==> src/rtl/mult_share_arbiter.sv <==
// Round-robin front end sharing one 4x4 array multiplier among NREQ requesters.
// Optional operand register stage before the multiplier: MULT_ARB_PIPE_EN.
module mult_share_arbiter #(
    parameter int NREQ = 2,
    parameter int W    = 4,
    parameter int IDW  = 2
) (
    input  logic              clk,
    input  logic              rst,
    input  logic [NREQ-1:0]   req_valid,
    output logic [NREQ-1:0]   req_ready,
    input  logic [NREQ*W-1:0] req_x,
    input  logic [NREQ*W-1:0] req_y,
    output logic              rsp_valid,
    input  logic              rsp_ready,
    output logic [2*W-1:0]    rsp_o,
    output logic [IDW-1:0]    rsp_id
);

    typedef enum logic {
        EMPTY = 1'b0,
        FULL  = 1'b1
    } ostate_t;

    ostate_t        state;
    ostate_t        state_nxt;
    logic [IDW-1:0] rr;
    logic           gnt_any;
    logic [IDW-1:0] gnt_idx;
    logic           in_free;
    logic           req_fire;
    logic           p_free;
    logic           p_load;
    logic [W-1:0]   p_x;
    logic [W-1:0]   p_y;
    logic [IDW-1:0] p_id;
    logic [W-1:0]   sel_x;
    logic [W-1:0]   sel_y;
    int             sel_base;
    int             srch;

    // Shift-and-add array of partial products; W-bit operands, 2W-bit result.
    function automatic logic [2*W-1:0] array_mul(
        input logic [W-1:0] a,
        input logic [W-1:0] b
    );
        logic [2*W-1:0] acc;
        acc = '0;
        for (int i = 0; i < W; i++) begin
            if (b[i]) acc = acc + ({{W{1'b0}}, a} << i);
        end
        return acc;
    endfunction

    // Round-robin search starting at rr, wrapping modulo NREQ.
    always_comb begin
        gnt_any = 1'b0;
        gnt_idx = '0;
        srch    = 0;
        for (int k = 0; k < NREQ; k++) begin
            srch = int'(rr) + k;
            if (srch >= NREQ) srch = srch - NREQ;
            if (!gnt_any && req_valid[srch]) begin
                gnt_any = 1'b1;
                gnt_idx = IDW'(srch);
            end
        end
    end

    // Operand mux for the granted requester.
    always_comb begin
        sel_base = int'(gnt_idx) * W;
        sel_x    = req_x[sel_base +: W];
        sel_y    = req_y[sel_base +: W];
    end

    assign p_free   = (state == EMPTY) || rsp_ready;
    assign req_fire = !rst && gnt_any && in_free;

    // One-hot grant, only when the entry stage has room; forced low in reset.
    always_comb begin
        req_ready = '0;
        for (int i = 0; i < NREQ; i++) begin
            req_ready[i] = req_fire && (gnt_idx == IDW'(i));
        end
    end

    // Pointer moves past the winner on each request transfer.
    always_ff @(posedge clk or posedge rst) begin
        if (rst) rr <= '0;
        else if (req_fire) rr <= IDW'((int'(gnt_idx) + 1) % NREQ);
    end

`ifdef MULT_ARB_PIPE_EN
    logic           op_v;
    logic [W-1:0]   op_x;
    logic [W-1:0]   op_y;
    logic [IDW-1:0] op_id;

    assign in_free = !op_v || p_free;
    assign p_load  = op_v && p_free;
    assign p_x     = op_x;
    assign p_y     = op_y;
    assign p_id    = op_id;

    // Operand stage: capture on grant, drain into the product stage.
    always_ff @(posedge clk or posedge rst) begin
        if (rst) begin
            op_v  <= 1'b0;
            op_x  <= '0;
            op_y  <= '0;
            op_id <= '0;
        end else if (req_fire) begin
            op_v  <= 1'b1;
            op_x  <= sel_x;
            op_y  <= sel_y;
            op_id <= gnt_idx;
        end else if (p_load) begin
            op_v <= 1'b0;
        end
    end
`else
    assign in_free = p_free;
    assign p_load  = req_fire;
    assign p_x     = sel_x;
    assign p_y     = sel_y;
    assign p_id    = gnt_idx;
`endif

    // Output stage state register.
    always_ff @(posedge clk or posedge rst) begin
        if (rst) state <= EMPTY;
        else state <= state_nxt;
    end

    // Output stage next state: load wins, else drain on consumer accept.
    always_comb begin
        state_nxt = state;
        unique case (state)
            EMPTY: if (p_load) state_nxt = FULL;
            FULL: begin
                if (p_load) state_nxt = FULL;
                else if (rsp_ready) state_nxt = EMPTY;
            end
            default: state_nxt = EMPTY;
        endcase
    end

    assign rsp_valid = (state == FULL);

    // Product register; holds while stalled, overwritten on each load.
    always_ff @(posedge clk or posedge rst) begin
        if (rst) begin
            rsp_o  <= '0;
            rsp_id <= '0;
        end else if (p_load) begin
            rsp_o  <= array_mul(p_x, p_y);
            rsp_id <= p_id;
        end
    end

endmodule

==> config.mk <==
export PLATFORM = sky130hd
export DESIGN_NAME = mult_share_arbiter
export DESIGN_NICKNAME = d
export VERILOG_FILES = /design/src/rtl/mult_share_arbiter.sv
export SDC_FILE = /design/constraint.sdc
export NUM_CORES = 1
export LEC_CHECK = 0
export ABC_CLOCK_PERIOD_IN_PS = 5650
export CELL_PAD_IN_SITES_DETAIL_PLACEMENT = 1
export CELL_PAD_IN_SITES_GLOBAL_PLACEMENT = 2
export CORE_MARGIN = 2
export CORE_UTILIZATION = 28
export DETAILED_ROUTE_END_ITERATION = 6
export GPL_ROUTABILITY_DRIVEN = 0
export PLACE_DENSITY = 0.84
export SETUP_SLACK_MARGIN = 0.2
export SYNTH_ARGS = -nofsm -noshare
export SYNTH_HDL_FRONTEND = slang
export SYNTH_SLANG_ARGS = --single-unit
==> constraint.sdc <==
create_clock -name clk -period 5.65 [get_ports clk]
set_input_delay 1.13 -clock clk [delete_from_list [all_inputs] [get_ports clk]]
set_output_delay 1.13 -clock clk [all_outputs]
set_load 0.01 [all_outputs]
After elaboration in Yosys (flattened, before gate mapping)
Cells that the tools add are included.
- register bits: 13
- word-level logic and storage cells: 52
- shift-type cells: 2
- equal/unequal tests: 1
- bitwise operators: 2
- reduce and logical (&&, ||, !) cells: 9
- magnitude comparators: 4
- add/subtract/negate cells: 7
- muxes and demuxes: 23
- operators with widths (operator ; number):
    $lt A32 B3 Y1 const B ; 2
    $mux W32 ; 2
    $mux W8 ; 6
    $shiftx A8 B5 Y4 ; 2
    $mux W1 ; 11
    $add A8 B5 Y8 ; 1
    $add A8 B6 Y8 ; 1
    $add A8 B7 Y8 ; 1
    $logic_and A1 B1 Y1 ; 5
    $mux W2 ; 2
    $mux W4 ; 1
    $sub A3 B2 Y4 const B ; 1
    $add A2 B1 Y3 const B ; 1
    $ge A3 B2 Y1 const B ; 1
    $sub A2 B2 Y3 const B ; 1
    $eq A2 B1 Y1 const B ; 1
    $ge A2 B2 Y1 const B ; 1
    $logic_not A1 Y1 ; 2
    $logic_not A2 Y1 ; 1
    $pmux W1 S2 ; 1
    $add A1 B1 Y1 const B ; 1
    $and A1 B1 Y1 const A ; 1
    $logic_or A1 B1 Y1 ; 1
    $not A1 Y1 ; 1

Logic depth before layout (Yosys ltp)
- word-level depth: 20
- gate-level depth with buffers: 25
- gate-level depth less buffers: 24

Least setup slack after synthesis
Ideal clock, no wire load.
- kind: input-to-reg
- start point: input port req_valid[1]
- end point: register rsp_o[6]
- path slack: 657 ps
- arrival: 4912 ps
- data required time: 5570 ps
- stages on the path: 21
- buffers on the path: 1
- path through: buf_4 > inv_2 > o21ai_0 > nand2_1 > clkinv_1 > xnor2_1 > ha_1 > a21oi_1 > nor3_1 > ha_1 > inv_1 > or3_1 > o21ai_0 > a311oi_1 > nand3_2 > mux2_2 > ha_1 > a21oi_1 > nand3_1 > mux2_1 > o211ai_2
- cells in the longest elaborated chain, start to end: 18
- elaborated cells on any way between the ends: 26
- classes of those cells: 3 x add/sub; 2 x shift; 17 x mux; 4 x reduce/logical
- ends and longest elaborated chain (item ; line ; source):
    start: declaration ; 10 ; input logic [NREQ-1:0] req_valid,
    $mux W1 (implied by the code) (3 in a row) ; 63 ; if (!gnt_any && req_valid[srch]) begin
    $mux W1 ; 63 ;
    $logic_not A1 Y1 ; 63 ;
    $logic_and A1 B1 Y1 ; 63 ;
    $mux W2 ; 63 ;
    $shiftx A8 B5 Y4, on equally long branches ; 73, 74 ;
    $mux W4 ; 50 ; if (b[i]) acc = acc + ({{W{1'b0}}, a} << i);
    $mux W8 ; 156 ; end else if (p_load) begin
    $add A8 B5 Y8 ; 50 ;
    $mux W8 ; 50 ;
    $mux W8 ; 156 ;
    $add A8 B6 Y8 ; 50 ;
    $mux W8 ; 50 ;
    $mux W8 ; 156 ;
    $add A8 B7 Y8 ; 50 ;
    $mux W8 ; 50 ;
    end signal: assignment ; 157 ; rsp_o <= array_mul(p_x, p_y);
    end: declaration ; 16 ; output logic [2*W-1:0] rsp_o,
Parallel ways exist; a longest one is shown, timed or not. The select of a mux whose other input is x is not followed.
A chain may end at the register's enable or synchronous reset.

Worst setup path in the final report
- start point: input port req_y[4]
- end point: register rsp_o[6]
- cells in the longest elaborated chain, start to end: 11
- ends and longest elaborated chain (item ; line ; source):
    start: declaration ; 13 ; input logic [NREQ*W-1:0] req_y,
    $shiftx A8 B5 Y4 * ; 74 ; sel_y = req_y[sel_base +: W];
    $mux W4 * ; 50 ;
    $mux W8 * ; 156 ;
    $add A8 B5 Y8 ; 50 ;
    $mux W8 * ; 50 ;
    $mux W8 * ; 156 ;
    $add A8 B6 Y8 ; 50 ;
    $mux W8 * ; 50 ;
    $mux W8 * ; 156 ;
    $add A8 B7 Y8 ; 50 ;
    $mux W8 * ; 50 ;
Mark *: on every way between the ends. The rest lies on a longest branch, timed or not. The select of a mux whose other input is x is not followed.

==> flow_metrics.env <==
export IMPL_synth_cell_types=46
export IMPL_stdcell_area_um2=1888
export IMPL_avgViaCountPerCell=5.114
export IMPL_core_area_um2=4661
export IMPL_synth_top_family_by_area="compound AO/OA/AOI/OAI gates"
export IMPL_firstDrtPassIters=4
export IMPL_synthSimpleGateAreaFrac_pct=20.67
export IMPL_pre_cts_ws_ns=-0.004659
export IMPL_period_needed_ns=5.047
export IMPL_critPathBufInv=2
export IMPL_root_buffer="clkbuf_8"
export IMPL_synthMuxAreaShare_pct=10.20
export IMPL_cts_sinks=11
export IMPL_p_per_area_nw_per_um2=235.6
export IMPL_grt_pass1_wl_um=6492
export IMPL_yosys_warnings=0
export IMPL_track_usage_pct=15.34
export IMPL_status="finished, final reports clean"
export IMPL_setup_viol=0
export IMPL_drt_iter0_markers=37
export IMPL_synth_edf_count=0
export IMPL_ys_seq_area_share_pct=20.58
export IMPL_post_route_period_util_pct=89.33
export IMPL_initial_core_util_pct=28.70
export IMPL_yosys_top_cells_area="dfrtp_1 21%, ha_1 9.4%, mux2i_1 6.0%"
export IMPL_worstMarginPinSlew_ns=0.7486
export IMPL_path_delay_family="compound AO/OA/AOI/OAI gates"
export IMPL_post_drt_wl_per_cell_um=14.66
export IMPL_worst_setup_path_end_kind="register"
export IMPL_cp_slowest_cell="clkdlybuf4s50_1"
export IMPL_max_freq_mhz=198.1
export IMPL_dieArea_um2=5346
export IMPL_portBuffers=32
export IMPL_syn_num_nets=200
export IMPL_clk_pin_slew_worst_paths_ns=0.05
export IMPL_final_layout_size_suffix_gt1_share_pct=20.48
export IMPL_dr_total_vias=1350
export IMPL_min_path_type="register to register"
export IMPL_insertion_delay_ns=0.23
export IMPL_fin_ws_ns=0.6031
export IMPL_crit_fanout=5
export IMPL_area_delta_synth_final_pct=41.16
export IMPL_ys_flop_type="dfrtp_1"
export IMPL_critical_path_arrival_ns=5.20
export IMPL_grt_pass1_vias=1383
export IMPL_diodes=0
export IMPL_synth_cells=168
export IMPL_yosysMostFrequentCell="nand2_1"
export IMPL_synth_seq_cells=11
export IMPL_clock_skew_ns=0.001702
export IMPL_rsz0062_at_grt="false"
export IMPL_netlist_top_cells_count="15 x nand2_1, 12 x o21ai_0, 11 x dfrtp_1, 11 x inv_1"
export IMPL_grt_ovfl_total=0
export IMPL_rows=25
export IMPL_synth_xor_area_share_pct=3.929
export IMPL_drc=0
export IMPL_p_leak_nw=0.8059
export IMPL_required_ns=5.81
export IMPL_yosysTopAreaCell="dfrtp_1"
export IMPL_slew_headroom_pct=48.66
export IMPL_synth_area_um2=1338
export IMPL_dp_cells=258
export IMPL_cts_max_level=1
export IMPL_final_cells=264
export IMPL_tritoncts="built"
export IMPL_cp_slowest_stage_delay_ns=0.56
export IMPL_synth_avg_cell_area_um2=7.962
export IMPL_cts_buffers_inserted=3
export IMPL_clockBufferDepth=2
export IMPL_drt_antenna_violating_nets=0
export IMPL_hold_ws_ns=0.4723
export IMPL_synthArstFlopShare_pct=100.0
export IMPL_r2r_setup_slack_ns=1.43
export IMPL_pin_count=34
export IMPL_total_power_mw=0.4449
export IMPL_drv_cap=0
export IMPL_grt_max_degree=22
export IMPL_path_class="input port to register"
export IMPL_hpwl_um=3200
export IMPL_vdd_drop_max_v=0.0001060
export IMPL_path_cells="clkdlybuf4s50_1 > nand3_2 > a22oi_2 > xnor2_1 > ha_2 > a21oi_2 > nor3_2 > ha_1 > inv_1 > or3_1 > o21ai_0 > a311oi_1 > nand3_2 > mux2_2 > ha_1 > a21oi_2 > nand3_1 > mux2_1 > o211ai_2"
export IMPL_cts_hold_buffers=0
export IMPL_routed_wl_um=3871
export IMPL_layout_nets=243
export IMPL_drv_slew=0
export IMPL_synth_top_area_share_pct=20.58
export IMPL_die_h_um=73.12
export IMPL_startpoint_type="input port"
export IMPL_dieWidth_um=73.12
export IMPL_hold_violations=0
export IMPL_synthAdderAreaFrac_pct=10.85
export IMPL_synth_compound_area_share_pct=25.91
export IMPL_post_dp_cell_area_um2=1755
export IMPL_grt_antenna_before_repair=0
[flip-flops by register name, summed over array words and instances, names as in the netlist]
| name | flops |
|---|---|
| rsp_valid | 1 |
| rsp_o | 8 |
| rsp_id | 1 |
| rr | 1 |
[routing by layer]
layer / vias to the layer above / routed length, µm / track usage (%)
li1: 697 / - / -
met2: 21 / 1910 / 27.33
met4: 0 / 38 / 3.086
met5: - / 0 / 0
met1: 628 / 1851 / 20.35
met3: 4 / 70 / 0.8287
[final cells by class]
class,instances,area (µm²)
Fill cell,572,2773
Multi-Input combinational cell,137,1028
Timing Repair Buffer,45,422.9
Sequential cell,11,275.3
Tap cell,54,67.56
Inverter,13,48.80
Clock buffer,4,45.04
[worst min-delay path, delay by kind of cell (launching register included)]
| family | cells | cell delay (ns) |
|---|---|---|
| simple gates | 1 | 0.05 |
| compound gates | 1 | 0.06 |
| flops | 1 | 0.33 |
[logic make-up after synthesis]
group	after synthesis
AOI/OAI and AO/OA	52
DFF	11
other	1
buffers and inverters	20
adders and majority gates	11
xor gates and xnor gates	6
and+or+nand+nor	54
muxes	13
[through the flow]
stage | utilization [%] | TNS (ns)
3_3_place_gp | 37.66 | 0
5_1_grt | 40.51 | 0
2_1_floorplan | - | 0
6_report | 40.51 | 0
4_1_cts | 38.63 | 0
3_5_place_dp | 37.66 | -0.004659
[cells in the final DEF (no fill, tap or decap), drive strengths merged, types with 2 or more instances in the layout]
| master | instances |
|---|---|
| nand2 | 15 |
| o21ai | 18 |
| a22oi | 5 |
| and2 | 5 |
| ha | 10 |
| nor3 | 4 |
| a21boi | 2 |
| xnor2 | 5 |
| dfrtp | 11 |
| mux2 | 5 |
| dlymetal6s2s | 2 |
| nand4 | 3 |
| or3 | 2 |
| a31oi | 2 |
| nor2 | 11 |
| nand2b | 5 |
| clkdlybuf4s50 | 30 |
| inv | 12 |
| buf | 13 |
| clkbuf | 4 |
| o31ai | 2 |
| nand3 | 8 |
| o2111ai | 3 |
| mux2i | 8 |
| a21oi | 10 |
[what timing repair did]
action | 4_1_cts | 5_1_grt
buffers inserted | 0 | 2
gates resized for setup | 0 | 19
setup endpoints to repair | 0 | 4
[where the power goes]
group / switching, mW / internal (mW) / total (mW)
sequential: 0.00999 / 0.0981 / 0.108
clock: 0.0282 / 0.0494 / 0.0776
combinational: 0.129 / 0.131 / 0.259
[path summary, 6_finish.rpt]
kind                                       from                   end  cells after the start
max reg2reg                   rr[0]$_DFFE_PP0P_  rsp_o[6]$_DFFE_PP0P_                     19
max                                    req_y[4]  rsp_o[6]$_DFFE_PP0P_                     19
min                        rsp_o[3]$_DFFE_PP0P_  rsp_o[3]$_DFFE_PP0P_                      2
max in group asynchronous                   rst   rsp_valid$_DFF_PP0_                      3
min reg2reg                rsp_o[3]$_DFFE_PP0P_  rsp_o[3]$_DFFE_PP0P_                      2
min in group asynchronous                   rst  rsp_o[4]$_DFFE_PP0P_                      3
Note: power is estimated with default switching activity, not from simulation.
